<file path="src/rtl/riscv_decode_stage.sv">
// rtl/riscv_decode_stage.sv - RV32IM decode stage with registered output and skid entry
// Raw instruction + PC in, decoded micro-op out, valid/ready on both sides, flush for redirects.
module riscv_decode_stage #(
  parameter int ADDR_BITS = 32,
  parameter int INST_BITS = 32
) (
  input  logic                 clk,
  input  logic                 rst,
  input  logic                 flush,
  input  logic                 inst_valid,
  output logic                 inst_ready,
  input  logic [INST_BITS-1:0] inst,
  input  logic [ADDR_BITS-1:0] inst_pc,
  output logic                 uop_valid,
  input  logic                 uop_ready,
  output logic [ADDR_BITS-1:0] uop_pc,
  output logic [4:0]           uop_rd,
  output logic [4:0]           uop_rs1,
  output logic [4:0]           uop_rs2,
  output logic [31:0]          uop_imm,
  output logic [2:0]           uop_funct3,
  output logic [3:0]           uop_alu_op,
  output logic                 uop_uses_rs1,
  output logic                 uop_uses_rs2,
  output logic                 uop_writes_rd,
  output logic                 uop_is_load,
  output logic                 uop_is_store,
  output logic                 uop_is_branch,
  output logic                 uop_is_jal,
  output logic                 uop_is_jalr,
  output logic                 uop_is_lui,
  output logic                 uop_is_auipc,
  output logic                 uop_is_muldiv,
  output logic                 uop_is_csr,
  output logic [11:0]          uop_csr_addr,
  output logic                 uop_illegal
);

  localparam logic [6:0] OP_LUI    = 7'b0110111;
  localparam logic [6:0] OP_AUIPC  = 7'b0010111;
  localparam logic [6:0] OP_JAL    = 7'b1101111;
  localparam logic [6:0] OP_JALR   = 7'b1100111;
  localparam logic [6:0] OP_BRANCH = 7'b1100011;
  localparam logic [6:0] OP_LOAD   = 7'b0000011;
  localparam logic [6:0] OP_STORE  = 7'b0100011;
  localparam logic [6:0] OP_ARI_I  = 7'b0010011;
  localparam logic [6:0] OP_ARI_R  = 7'b0110011;
  localparam logic [6:0] OP_SYSTEM = 7'b1110011;

  typedef struct packed {
    logic [ADDR_BITS-1:0] pc;
    logic [4:0]           rd;
    logic [4:0]           rs1;
    logic [4:0]           rs2;
    logic [31:0]          imm;
    logic [2:0]           funct3;
    logic [3:0]           alu_op;
    logic                 uses_rs1;
    logic                 uses_rs2;
    logic                 writes_rd;
    logic                 is_load;
    logic                 is_store;
    logic                 is_branch;
    logic                 is_jal;
    logic                 is_jalr;
    logic                 is_lui;
    logic                 is_auipc;
    logic                 is_muldiv;
    logic                 is_csr;
    logic [11:0]          csr_addr;
    logic                 illegal;
  } uop_t;

  uop_t dec, out_q, skid_q;
  logic skid_valid;

  logic [6:0]  opcode, funct7;
  logic [2:0]  funct3;
  logic [31:0] imm_i, imm_s, imm_b, imm_u, imm_j;
  logic [8:0]  cls;
  logic        legal, cls_wr;

  assign opcode = inst[6:0];
  assign funct3 = inst[14:12];
  assign funct7 = inst[31:25];
  assign imm_i  = {{20{inst[31]}}, inst[31:20]};
  assign imm_s  = {{20{inst[31]}}, inst[31:25], inst[11:7]};
  assign imm_b  = {{20{inst[31]}}, inst[7], inst[30:25], inst[11:8], 1'b0};
  assign imm_u  = {inst[31:12], 12'b0};
  assign imm_j  = {{12{inst[31]}}, inst[19:12], inst[20], inst[30:21], 1'b0};

  // cls bit order: load, store, branch, jal, jalr, lui, auipc, muldiv, csr
  always_comb begin
    dec          = '0;
    cls          = '0;
    legal        = 1'b0;
    cls_wr       = 1'b0;
    dec.pc       = inst_pc;
    dec.rd       = inst[11:7];
    dec.rs1      = inst[19:15];
    dec.rs2      = inst[24:20];
    dec.funct3   = funct3;
    dec.csr_addr = inst[31:20];
    case (opcode)
      OP_LUI: begin
        cls = 9'b000001000; dec.imm = imm_u; cls_wr = 1'b1; legal = 1'b1;
      end
      OP_AUIPC: begin
        cls = 9'b000000100; dec.imm = imm_u; cls_wr = 1'b1; legal = 1'b1;
      end
      OP_JAL: begin
        cls = 9'b000100000; dec.imm = imm_j; cls_wr = 1'b1; legal = 1'b1;
      end
      OP_JALR: begin
        cls = 9'b000010000; dec.imm = imm_i; cls_wr = 1'b1; dec.uses_rs1 = 1'b1;
        legal = (funct3 == 3'b000);
      end
      OP_BRANCH: begin
        cls = 9'b001000000; dec.imm = imm_b; dec.uses_rs1 = 1'b1; dec.uses_rs2 = 1'b1;
        legal = (funct3 != 3'b010) && (funct3 != 3'b011);
      end
      OP_LOAD: begin
        cls = 9'b100000000; dec.imm = imm_i; cls_wr = 1'b1; dec.uses_rs1 = 1'b1;
        legal = (funct3 != 3'b011) && (funct3 != 3'b110) && (funct3 != 3'b111);
      end
      OP_STORE: begin
        cls = 9'b010000000; dec.imm = imm_s; dec.uses_rs1 = 1'b1; dec.uses_rs2 = 1'b1;
        legal = (funct3 <= 3'b010);
      end
      OP_ARI_I: begin
        dec.imm      = imm_i;
        cls_wr       = 1'b1;
        dec.uses_rs1 = 1'b1;
        dec.alu_op   = {(funct3 == 3'b101) & inst[30], funct3};
        legal        = !((funct3 == 3'b001) && (funct7 != 7'b0000000)) &&
                       !((funct3 == 3'b101) && (funct7 != 7'b0000000) && (funct7 != 7'b0100000));
      end
      OP_ARI_R: begin
        cls_wr       = 1'b1;
        dec.uses_rs1 = 1'b1;
        dec.uses_rs2 = 1'b1;
        if (funct7 == 7'b0000001) cls = 9'b000000010;
        else                      dec.alu_op = {inst[30], funct3};
        legal = (funct7 == 7'b0000000) || (funct7 == 7'b0000001) ||
                ((funct7 == 7'b0100000) && ((funct3 == 3'b000) || (funct3 == 3'b101)));
      end
      OP_SYSTEM: begin
        cls = 9'b000000001; cls_wr = 1'b1; dec.uses_rs1 = ~funct3[2];
        legal = (funct3 != 3'b100);
      end
      default: legal = 1'b0;
    endcase
    {dec.is_load, dec.is_store, dec.is_branch, dec.is_jal, dec.is_jalr,
     dec.is_lui, dec.is_auipc, dec.is_muldiv, dec.is_csr} = legal ? cls : 9'b0;
    dec.writes_rd = cls_wr & legal & (dec.rd != 5'd0);
    dec.illegal   = ~legal;
  end

  assign inst_ready = ~skid_valid & ~rst;

  // The output register refills from skid first so program order is kept.
  always_ff @(posedge clk) begin
    if (rst) begin
      uop_valid  <= 1'b0;
      skid_valid <= 1'b0;
      out_q      <= '0;
      skid_q     <= '0;
    end else if (flush) begin
      uop_valid  <= 1'b0;
      skid_valid <= 1'b0;
    end else if (!uop_valid || uop_ready) begin
      if (skid_valid) begin
        out_q      <= skid_q;
        uop_valid  <= 1'b1;
        skid_valid <= 1'b0;
      end else if (inst_valid && inst_ready) begin
        out_q     <= dec;
        uop_valid <= 1'b1;
      end else begin
        uop_valid <= 1'b0;
      end
    end else if (inst_valid && inst_ready) begin
      skid_q     <= dec;
      skid_valid <= 1'b1;
    end
  end

  assign uop_pc        = out_q.pc;
  assign uop_rd        = out_q.rd;
  assign uop_rs1       = out_q.rs1;
  assign uop_rs2       = out_q.rs2;
  assign uop_imm       = out_q.imm;
  assign uop_funct3    = out_q.funct3;
  assign uop_alu_op    = out_q.alu_op;
  assign uop_uses_rs1  = out_q.uses_rs1;
  assign uop_uses_rs2  = out_q.uses_rs2;
  assign uop_writes_rd = out_q.writes_rd;
  assign uop_is_load   = out_q.is_load;
  assign uop_is_store  = out_q.is_store;
  assign uop_is_branch = out_q.is_branch;
  assign uop_is_jal    = out_q.is_jal;
  assign uop_is_jalr   = out_q.is_jalr;
  assign uop_is_lui    = out_q.is_lui;
  assign uop_is_auipc  = out_q.is_auipc;
  assign uop_is_muldiv = out_q.is_muldiv;
  assign uop_is_csr    = out_q.is_csr;
  assign uop_csr_addr  = out_q.csr_addr;
  assign uop_illegal   = out_q.illegal;

endmodule

</file>
<file path="config.mk">
export PLATFORM = sky130hd
export DESIGN_NAME = riscv_decode_stage
export DESIGN_NICKNAME = d
export VERILOG_FILES = /design/src/rtl/riscv_decode_stage.sv
export SDC_FILE = /design/constraint.sdc
export NUM_CORES = 1
export LEC_CHECK = 0
export ABC_AREA = 1
export ABC_CLOCK_PERIOD_IN_PS = 5050
export CORE_MARGIN = 8
export CORE_UTILIZATION = 41
export DETAILED_ROUTE_END_ITERATION = 6
export PLACE_DENSITY = 0.65
export SLEW_MARGIN = 10
export SYNTH_ARGS = -nofsm -noshare
export SYNTH_HDL_FRONTEND = slang
export SYNTH_SLANG_ARGS = --single-unit
</file>
<file path="constraint.sdc">
create_clock -name clk -period 5.05 [get_ports clk]
set_input_delay 0.505 -clock clk [delete_from_list [all_inputs] [get_ports clk]]
set_output_delay 0.505 -clock clk [all_outputs]
set_load 0.005 [all_outputs]
</file>
==> impl_metrics.ini <==
[outcome]
status = finished with violations
violations = design-rule violations

[synth]
netlist_instances = 1229
yosysTopAreaCellShare_pct = 48.0
postSynthRegisterBits = 214
yosysWarnings = 0
yosysSeqAreaShare_pct = 48.0
synth.top_cells.by_count = 241 x nand2_1, 214 x dfxtp_1, 204 x o21ai_0, 148 x nor2_1, 128 x a21oi_1
syn-cell-area_sq_um = 8930
synth.avg_cell_area_sq_um = 7.26
synth_edf_count = 0
yosys.area.top_type = dfxtp_1
netlist_top_cells_area = dfxtp_1 48%, o21ai_0 11%, nand2_1 10%
synth_flop_cell = dfxtp_1
ys_types = 31
synth_fp_nets = 1298
async_flop_share_pct = 0
yosysMostFrequentCell = nand2_1

[setup_path]
crit_start = rst
path_cells = clkdlybuf4s50_1, buf_4, nor3b_4, nand3_2, inv_4, buf_4, o21ai_0, a31oi_1
worstSetupStartpointType = primary input
reg2regPathDepth = 6
arrival_ps = 3230
crit_type = primary input to flip-flop
crit-reg2reg-launch = skid_valid$_SDFFE_PP0P_
crit_path_frequent_cell = buf_4
rrSetupSlack_ps = 2410
r2r-end = skid_q[55]$_SDFFE_PP0P_
cp_slowest_cell = inv_4
cp_max_fo = 114
critPathCaptureType = flip-flop
cp.required_ps = 5470
worst_path_largest_cell_delay_ps = 840
critical_path.endpoint = skid_q[55]$_SDFFE_PP0P_

[finish]
n_fill_cell = 2108
n_antenna_cell = 0
drive_above_1_share_pct = 4.58
fin_nets = 1410
stdcell_area_sq_um = 11400
syn_to_final_growth_pct = 27.8

[grt]
track_usage_pct = 20.2
grt_overflow = 0
grt_pass1_vias = 8052
grt_pass1_wl_um = 44100
grt_antenna_before_repair = 0
grt_start_max_net_pins = 160

[detailed_routing]
drt_iter0_markers = 825
detail-route-antenna-nets = 0
via_per_inst = 5.26
wl_um = 27900
drcViolationCount = 13
drt_pre_antenna_iters = 7
wl_per_cell_um = 17.1
via_count = 8603

[cts]
cts_resized = 0
postCtsSetupBuffers = 0
insertion_delay_ps = 500
cts.htree.levels = 1
clkTransAtPathRegs_ps = 60
clockBufferDepth = 3
cts.sinks = 214
clockRootBuffer = clkbuf_16
cts_hold_buffers = 0
cts_buffers = 23
cts_tree = built

[sta]
finalHoldViolCount = 0
drv_slew = 0
period_share_pct = 55.5
setup_tns_ps = 0
slew_headroom_pct = 24.1
fin_crit_ps = 2810
fmax_mhz = 356
worst_pin_slew_ps = 1140
skew_ps = 11.9
rsz0062_at_grt = no
setup_viol = 0

[pwr]
leakage_nw = 4.63
p_int_mw = 2.83
power.density_nw_per_um2 = 323
p_clk_share_pct = 43.2
pwr-share-comb_pct = 9.1
p_sw_uw = 861
total_power_mw = 3.69
p_sw_share_pct = 23.3
seqPwrFrac_pct = 47.7
ir_drop_v = 0.000211

[die]
start_util_pct = 41.3
core_area_sq_um = 21600
row_count = 54
die-area_sq_um = 26800
die_h_um = 164
top_level_ports = 182
die-width_um = 164

[min_path]
hp-class = flip-flop to flip-flop

[place]
gp_congestion = 0.848
dpl_cell_area_sq_um = 10700
portBuffers = 181
dp_hpwl_um = 17400

[run]
cap_violations = 0
## routing by layer
metal  vias up  routed length [um]  global-route usage [%]
met1      3979               12700                    27.4
met4         0                 430                    4.34
met2       261               12700                    32.5
met3        28                2130                    4.11
met5         -                   0                       0
li1       4335                   -                       -
## cells by family (layout without fill, tap and decap cells)
kind of cell	after synthesis	after routing	share of synthesized area [%]
flops	214	214	48.0
compound gates	420	420	24.9
buf+inv	167	293	7.88
simple gates	428	428	19.3
## power by group through the flow
stage / combinational (mW) / clock (mW) / sequential, mW
CTS: 0.339 / 1.62 / 1.76
global placement: 0.336 / 0 / 1.80
floorplan: 0.137 / 0 / 1.80
finish: 0.336 / 1.59 / 1.76
global route: 0.370 / 1.69 / 1.77
detailed placement: 0.336 / 0 / 1.80
## stage by stage
| stage | setup slack, ps | util [%] | std cells | hold slack [ps] |
|---|---|---|---|---|
| floorplan | 3220 | - | 1229 | 451 |
| global placement | 1840 | 49.5 | 1596 | 461 |
| detailed placement | 1780 | 49.5 | 1596 | 463 |
| CTS | 2290 | 52.8 | 1635 | 469 |
| global route | 2000 | 52.8 | 1635 | 498 |
| finish | 2240 | 52.8 | 1635 | 470 |
## worst max-delay path: cells and delay by family
| family | cells | cell delay, ps |
|---|---|---|
| buf+inv | 4 | 1980 |
| simple gates | 2 | 360 |
| compound gates | 2 | 320 |
## area by class of cell
type                            count  area [sq um]  share of cell area, %
Sequential cell                   214          4290                   37.6
Timing Repair Buffer              189          1880                   16.5
Inverter                           65           250                   2.19
Clock inverter                      8          65.1                  0.570
Clock buffer                       31           636                   5.57
Tap cell                          280           350                   3.07
Multi-Input combinational cell    848          3940                   34.5
## registers in the layout, summed over array words and instances (netlist names), 3 cells and up
name / cells
skid_q: 106
uop_alu_op: 4
uop_csr_addr: 8
uop_funct3: 3
uop_imm: 32
uop_pc: 32
uop_rd: 5
uop_rs1: 5
uop_rs2: 4
## placed cells by master, fill, tap and decap left out, types with 2 or more instances in the layout
cell and instances:
o21ai_1 5, nand4_1 4, a31oi_1 67, o31ai_1 2, nand2_1 241, nor3_1 2, clkinv_2 8, inv_1 59
clkbuf_16 23, a21oi_1 128, nand2_2 2, nor2_1 148, clkbuf_8 3, o21ai_0 204, nand3_1 21, nand3_2 2
clkbuf_1 5, inv_2 3, inv_4 2, dfxtp_1 213, clkdlybuf4s50_1 181, buf_4 7, o211ai_1 7, nor2_4 2
o22ai_1 5, nor2_2 2
## worst min-delay path by stage
stage | startpoint | endpoint | slack (ps) | cells after the start
final | skid_q[107]$_SDFFE_PP0P_ | uop_pc[28]$_SDFFE_PP0P_ | 470 | 2
after global routing | skid_q[78]$_SDFFE_PP0P_ | uop_rd[4]$_SDFFE_PP0P_ | 500 | 2
after CTS | skid_q[107]$_SDFFE_PP0P_ | uop_pc[28]$_SDFFE_PP0P_ | 470 | 2
after detailed placement | uop_is_load$_SDFFE_PP0P_ | uop_is_load$_SDFFE_PP0P_ | 460 | 2
after global placement | skid_q[108]$_SDFFE_PP0P_ | uop_pc[29]$_SDFFE_PP0P_ | 460 | 2
after floorplan | skid_q[109]$_SDFFE_PP0P_ | uop_pc[30]$_SDFFE_PP0P_ | 450 | 2
Power figures use the tool's default switching activity.
